## src/rtl/noncoh_acc_ctrl.sv

```systemverilog
// Sequencer for the noncoherent accumulation datapath: sweeps coherent results and ping-pong
// noncoherent amplitudes through noncoh_sum, retrying once with extra_shift on overflow.
module noncoh_acc_ctrl #(
  parameter int unsigned AW    = 10,
  parameter int unsigned EXP_W = 4
) (
  input  logic             clk,
  input  logic             rst_b,
  input  logic             start,
  input  logic             first_pass,
  input  logic [AW-1:0]    cfg_len,
  input  logic [3:0]       cfg_coh_shift,
  input  logic [3:0]       cfg_noncoh_shift,
  output logic             busy,
  output logic             done,
  output logic [EXP_W-1:0] nc_exp,
  output logic             nc_bank,
  output logic             coh_rd_en,
  output logic [AW-1:0]    coh_rd_addr,
  input  logic [23:0]      coh_rd_data,
  output logic             nc_rd_en,
  output logic [AW:0]      nc_rd_addr,
  input  logic [7:0]       nc_rd_data,
  output logic             nc_wr_en,
  output logic [AW:0]      nc_wr_addr,
  output logic [7:0]       nc_wr_data,
  output logic             coh_valid,
  output logic [23:0]      coh_data,
  output logic [3:0]       coh_shift,
  output logic [7:0]       noncoh_data,
  output logic [3:0]       noncoh_shift,
  output logic             extra_shift,
  input  logic             exceed,
  input  logic [8:0]       noncoh_out
);

  typedef enum logic [2:0] {StIdle, StIssue, StDrain, StCheck, StDone} state_e;

  state_e           state_q;
  logic             first_q;
  logic [AW-1:0]    len_q;
  logic [3:0]       coh_shift_q;
  logic [3:0]       noncoh_shift_q;
  logic             src_q;
  logic             extra_q;
  logic             ovf_q;
  logic [AW-1:0]    k_q;
  logic [1:0]       drain_q;
  logic [3:0]       vld_q;
  logic [AW-1:0]    idx_q [4];
  logic             nc_bank_q;
  logic [EXP_W-1:0] nc_exp_q;
  logic [EXP_W:0]   exp_sum;
  logic [EXP_W-1:0] exp_next;

  always_comb begin
    exp_sum  = {1'b0, (first_q ? {EXP_W{1'b0}} : nc_exp_q)} + {{EXP_W{1'b0}}, extra_q};
    exp_next = exp_sum[EXP_W] ? {EXP_W{1'b1}} : exp_sum[EXP_W-1:0];
  end

  always_ff @(posedge clk or negedge rst_b) begin
    if (!rst_b) begin
      state_q        <= StIdle;
      first_q        <= 1'b0;
      len_q          <= '0;
      coh_shift_q    <= '0;
      noncoh_shift_q <= '0;
      src_q          <= 1'b0;
      extra_q        <= 1'b0;
      ovf_q          <= 1'b0;
      k_q            <= '0;
      drain_q        <= '0;
      vld_q          <= '0;
      for (int i = 0; i < 4; i++) idx_q[i] <= '0;
      nc_bank_q      <= 1'b0;
      nc_exp_q       <= '0;
    end else begin
      // Stage i of the pipe corresponds to cycle T+k+i+1 of an index issued at T+k.
      vld_q    <= {vld_q[2:0], state_q == StIssue};
      idx_q[0] <= k_q;
      idx_q[1] <= idx_q[0];
      idx_q[2] <= idx_q[1];
      idx_q[3] <= idx_q[2];
      if (vld_q[2] && exceed && !extra_q) ovf_q <= 1'b1;
      unique case (state_q)
        StIdle: begin
          if (start) begin
            first_q        <= first_pass;
            len_q          <= cfg_len;
            coh_shift_q    <= cfg_coh_shift;
            noncoh_shift_q <= first_pass ? 4'd0 : cfg_noncoh_shift;
            src_q          <= nc_bank_q;
            extra_q        <= 1'b0;
            ovf_q          <= 1'b0;
            k_q            <= '0;
            state_q        <= (cfg_len == '0) ? StCheck : StIssue;
          end
        end
        StIssue: begin
          if (k_q == len_q - 1'b1) begin
            drain_q <= '0;
            state_q <= StDrain;
          end else begin
            k_q <= k_q + 1'b1;
          end
        end
        StDrain: begin
          if (drain_q == 2'd3) state_q <= StCheck;
          else drain_q <= drain_q + 1'b1;
        end
        StCheck: begin
          if (ovf_q && !extra_q) begin
            extra_q <= 1'b1;
            ovf_q   <= 1'b0;
            k_q     <= '0;
            state_q <= StIssue;
          end else begin
            state_q <= StDone;
          end
        end
        StDone: begin
          nc_bank_q <= ~src_q;
          nc_exp_q  <= exp_next;
          state_q   <= StIdle;
        end
        default: state_q <= StIdle;
      endcase
    end
  end

  assign busy         = (state_q != StIdle);
  assign done         = (state_q == StDone);
  assign nc_exp       = nc_exp_q;
  assign nc_bank      = nc_bank_q;
  assign coh_rd_en    = (state_q == StIssue);
  assign coh_rd_addr  = coh_rd_en ? k_q : '0;
  assign coh_valid    = vld_q[0];
  assign coh_data     = vld_q[0] ? coh_rd_data : '0;
  assign nc_rd_en     = vld_q[1] && !first_q;
  assign nc_rd_addr   = nc_rd_en ? {src_q, idx_q[1]} : '0;
  assign noncoh_data  = (vld_q[2] && !first_q) ? nc_rd_data : '0;
  assign nc_wr_en     = vld_q[3];
  assign nc_wr_addr   = vld_q[3] ? {~src_q, idx_q[3]} : '0;
  assign nc_wr_data   = !vld_q[3] ? 8'd0 : (noncoh_out[8] ? 8'd255 : noncoh_out[7:0]);
  assign coh_shift    = coh_shift_q;
  assign noncoh_shift = noncoh_shift_q;
  assign extra_shift  = extra_q;

endmodule

```

## config.mk

```make
export PLATFORM = sky130hd
export DESIGN_NAME = noncoh_acc_ctrl
export DESIGN_NICKNAME = d
export VERILOG_FILES = /design/src/rtl/noncoh_acc_ctrl.sv
export SDC_FILE = /design/constraint.sdc
export NUM_CORES = 1
export LEC_CHECK = 0
export CAP_MARGIN = 15
export CORE_MARGIN = 2
export CORE_UTILIZATION = 44
export DETAILED_ROUTE_END_ITERATION = 7
export PLACE_DENSITY = 0.8
export SKIP_CTS_REPAIR_TIMING = 1
export SLEW_MARGIN = 0
export SYNTH_ARGS = -nofsm -noshare
export SYNTH_HDL_FRONTEND = slang
export SYNTH_SLANG_ARGS = --single-unit
```

## constraint.sdc

```tcl
create_clock -name clk -period 3.55 [get_ports clk]
set_clock_uncertainty 0.15 [all_clocks]
set_input_delay 0.71 -clock clk [delete_from_list [all_inputs] [get_ports clk]]
set_output_delay 0.71 -clock clk [all_outputs]
set_load 0.01 [all_outputs]
```

==> Yosys cells after proc, flatten, opt, wreduce, memory -nomap -nowiden <==
Index checks and enable logic that the tools add are counted.
{ "word_totals": {"input_bits": 64, "output_inout_bits": 92, "register_bits": 86} }
{ "op_classes": {"muxes": 30, "add_sub_neg": 4, "bitwise_logic": 1, "eq_ne": 12, "reduce_logical": 18} }
{ "op_table": {"columns": ["cell", "n"], "rows": [
  ["10-bit 2-to-1 mux", 4],
  ["10-bit case mux with 3 select lines", 1],
  ["24-bit 2-to-1 mux", 1],
  ["8-bit 2-to-1 mux", 3],
  ["11-bit 2-to-1 mux", 2],
  ["3-bit 2-to-1 mux", 4],
  ["4-bit 2-to-1 mux", 3],
  ["3-bit case mux with 4 select lines", 1],
  ["10-bit by 1-bit adder with 10-bit output (second input constant)", 1],
  ["10-bit == test", 1],
  ["10-bit zero test", 1],
  ["2-bit inequality test (second input constant)", 5],
  ["10-bit by 1-bit subtractor with 10-bit output (second input constant)", 1],
  ["3-bit AND reduction", 3],
  ["3-bit by 2-bit == test with 1-bit output (second input constant)", 2],
  ["2-bit 2-to-1 mux", 3],
  ["3-bit nonzero test", 2],
  ["4-bit by 1-bit adder with 5-bit output", 1],
  ["1-bit logical AND", 5],
  ["1-bit 2-to-1 mux", 5],
  ["1-bit case mux with 2 select lines", 2],
  ["2-bit case mux with 2 select lines", 1],
  ["4-bit AND reduction", 1],
  ["2-bit nonzero test", 2],
  ["other kinds (9)", 10]
]} }

==> Longest topological paths before layout <==
{ "logic_depth": {"depth_word": 5, "ltp_mapped": 10} }

==> Worst setup path after synthesis <==
Ideal clock, no wire load.
{ "synth_path": {"kind": "register -> register", "start": "reg len_q[2]", "end": "reg state_q[0]", "path_buffers": 3, "path_stages_with_launch": 10, "t_required_ps": 3280, "setup_ps": 120, "period_less_slack_ps": 2534, "t_arrival_ps": 2265, "setup_slack_ps": 1016, "path_cell_list": "dfrtp_1 > buf_6 > or4_4 > or4_1 > nand3_1 > and4_1 > buf_4 > buf_8 > o2111ai_2 > and3_1"} }
{ "synth_via": {"elab_chain_len": 4} }
{ "synth_rtl": {"columns": ["item", "line_no", "text"], "rows": [
  ["from (decl)", "41", "logic [AW-1:0] len_q;"],
  ["from (signal assigned)", "89", "len_q <= cfg_len;"],
  ["10-bit by 1-bit subtractor with 10-bit output", "100", "if (k_q == len_q - 1'b1) begin"],
  ["10-bit == test", "100", null],
  ["2-bit by 1-bit inequality test with 1-bit output (no source line)", null, null],
  ["3-bit AND reduction (no source line)", null, null],
  ["to (signal assigned)", "96", "state_q <= (cfg_len == '0) ? StCheck : StIssue;"],
  ["to (signal assigned)", "102", "state_q <= StDrain;"],
  ["to (signal assigned)", "108", "if (drain_q == 2'd3) state_q <= StCheck;"],
  ["to (decl)", "39", "state_e state_q;"]
]} }
No other way between the ends.
A chain may end at the register's enable or synchronous reset.

==> Final worst setup path <==
{ "layout_path": {"start": "reg state_q[2]", "end": "out coh_rd_addr[1]"} }
{ "layout_via": {"elab_chain_len": 2} }
{ "layout_rtl": {"columns": ["item", "line_no", "text"], "rows": [
  ["from (signal assigned)", "63", "state_q <= StIdle;"],
  ["from (signal assigned)", "96", null],
  ["from (signal assigned)", "102", null],
  ["3-bit by 1-bit == test with 1-bit output", "135", "assign coh_rd_en = (state_q == StIssue);"],
  ["10-bit 2-to-1 mux", "136", "assign coh_rd_addr = coh_rd_en ? k_q : '0;"],
  ["to (decl)", "19", "output logic [AW-1:0] coh_rd_addr,"]
]} }
No other way between the ends.

==> results.txt <==
Status: completed
HP Class: input pin to async pin
Core footprint: 8810 sq um
Worst setup EP type: primary output
Yosys warns: 0
Post-Route WL: 9740 um
Die ar.: 9920 sq um
Port bufs: 155
Final worst-path cycle share: 88.4%
Root buf cell: clkbuf_8
Worst EP required: 2690 ps
Max incr delay on CP: 570 ps
Global-route wire length before repair: 15600 um
Unrepaired setup endpoints after global routing: no
Non-Filler Instances: 657
Largest net degree at the start of global routing: 87
Post-synth EDFFs: 0
CTS Buffer Depth: 2
Hold violation count in the final report: 0
WL per Instance: 14.8 um
Final worst path period need: 3140 ps
Hpwl dp: 7370 um
Clock buffer count from CTS: 9
Layout Area Growth over Synthesis: 46.0%
Syn_area_per_cell: 10.4 sq um
Initial antenna violation count: 0
Layout cells sized above 1: 7.47%
Max Transition Viols Final: 0
Worst hold slack: 86.6 ps
Die W: 99.6 um
# placed instances: 640
DR iter-0 viols: 246
Area contributors post-synth: dfrtp_1, and2_1, mux2_2, nand2_1, nor2_1
Fmax: 0.319 GHz
Peak VDD IR: 466 uV
CTS H-tree lvls: 3
CTS tree: yes
PD cells: 696 nW/um^2
Max-Cap Viols: 0
CTS clock-pin slew for the worst setup and hold paths: 90 ps
Diodes inserted: 0
Initial Utilization: 45.7%
Commonest non-fill, non-tap cells in the layout: clkdlybuf4s50_1, dfrtp_1, and2_1
I/O pin count: 156
Synth unique cells: 53
Post-synth top area share: 53.5%
Number of global-route vias before repair: 3294
Cells after Synth: 388
Arrival @ worst endpoint: 2280 ps
Setup TNS: 0 ps
Finish-stage setup viols: 0
Tot GR Track Use: 19.7%
Residual DRC count: 0
Leak: 2.48 nW
First drt pass iteration count: 5
Sequential area share after synthesis: 53.5%
Setup Crit Path Kind: register to primary output
Drt via density: 5.15
FP Rows: 34
Relative slew slack: 49.2%
Critical Path, Cell by Cell: inv_1 -> nand2_1 -> nor2_1 -> buf_4 -> inv_1 -> nor2_1 -> clkdlybuf4s50_1
CTS Sinks: 86
Leading cell type in the layout, fill and taps excluded: clkdlybuf4s50_1
Post-synth top flop: dfrtp_1
ANT nets after route: 0
RePlAce Congestion: 0.851
Tightest Pin Transition: 762 ps
Gr ovfl total: 0
Clock Latency Late Sink: 360 ps
Seq cells post-synth: 86
Synth area leader: dfrtp_1
Routed via count: 3385
Worst Path Max Fanout: 10
Crit start category: register
Fin nets: 613
Async SR Flop Fraction: 100%
Die Span Y: 99.6 um
Slowest CP cell: clkdlybuf4s50_1
Syn Nets: 457
Post-Syn Area: 4020 sq um
[metrics by stage]
step                      utilization [%]  area, sq um  setup WS, ps  total power, mW
after global routing                 66.7         5870           261             4.37
after floorplan                         -         4020          1020             2.53
after global placement               64.2         5650           706             3.36
after CTS                            66.3         5840           416             4.11
final                                66.7         5870           411             4.09
after detailed placement             64.2         5650           631             3.45
[worst max-delay path: cells and delay by family, from the launching register on]
| family | cells | cell delay [ps] |
|---|---|---|
| flops | 1 | 470 |
| buf+inv | 4 | 1070 |
| simple gates | 3 | 370 |
[final timing paths]
kind	startpoint	to	slack (ps)	cells past startpoint
setup / recovery	state_q[2]	coh_rd_addr[1]	410	7
hold reg to reg	idx_q[13]	idx_q[3]	190	0
min in group clk	idx_q[13]	idx_q[3]	190	0
setup reg to reg	len_q[2]	k_q[1]	650	6
hold / removal	rst_b	idx_q[2]	90	1
max in group asynchronous	rst_b	len_q[1]	2570	2
[logic make-up after synthesis]
kind of cell / Yosys count / synth area share, %
compound gates: 65 / 10.7
xor+xnor: 10 / 2.18
fa+ha+maj: 5 / 1.56
buf+inv: 34 / 3.86
flops: 86 / 53.5
mux: 18 / 4.88
simple gates: 170 / 23.3
[cells in the mapped netlist, types with 4 or more instances]
master	n
nor2_1	26
xnor2_1	10
nand3_1	10
a31oi_1	5
a21oi_1	14
nand2_1	27
and2_1	60
mux2_2	13
nor2b_1	8
nor3_1	11
nand2b_1	4
o21a_1	10
ha_1	5
mux2i_1	5
nand3b_1	4
clkbuf_1	9
o21ai_0	15
dfrtp_1	86
inv_1	20
[state kept, by name (all words and copies together), names as in the netlist, 2 cells and up]
name and cells:
coh_shift 4, drain_q 2, idx_q 40, k_q 10, len_q 10, nc_exp 4, noncoh_shift 4, state_q 3
vld_q 4
[routing by layer]
| metal | global-route usage [%] | part of all wire, % | vias up | wire, um |
|---|---|---|---|---|
| met3 | 4.43 | 7.0 | 19 | 680 |
| met2 | 33.7 | 50 | 153 | 4900 |
| met1 | 24.5 | 41 | 1575 | 3970 |
| li1 | - | - | 1638 | - |
| met5 | 0 | 0 | - | 0 |
| met4 | 7.17 | 1.9 | 0 | 183 |
[cell type report]
cell class / instances / area [sq um]
fill: 707 / 2940
sequential: 86 / 2150
multi-input combinational: 268 / 1720
timing repair buffer: 159 / 1600
clock buffer: 10 / 138
tap: 108 / 135
inverter: 20 / 75.1
clock inverter: 6 / 53.8
[power by group]
part | internal, mW | switching (mW)
sequential | 1.30 | 0.297
combinational | 1.03 | 0.808
clock | 0.284 | 0.365
No activity file was read; power rests on OpenSTA's default activity.
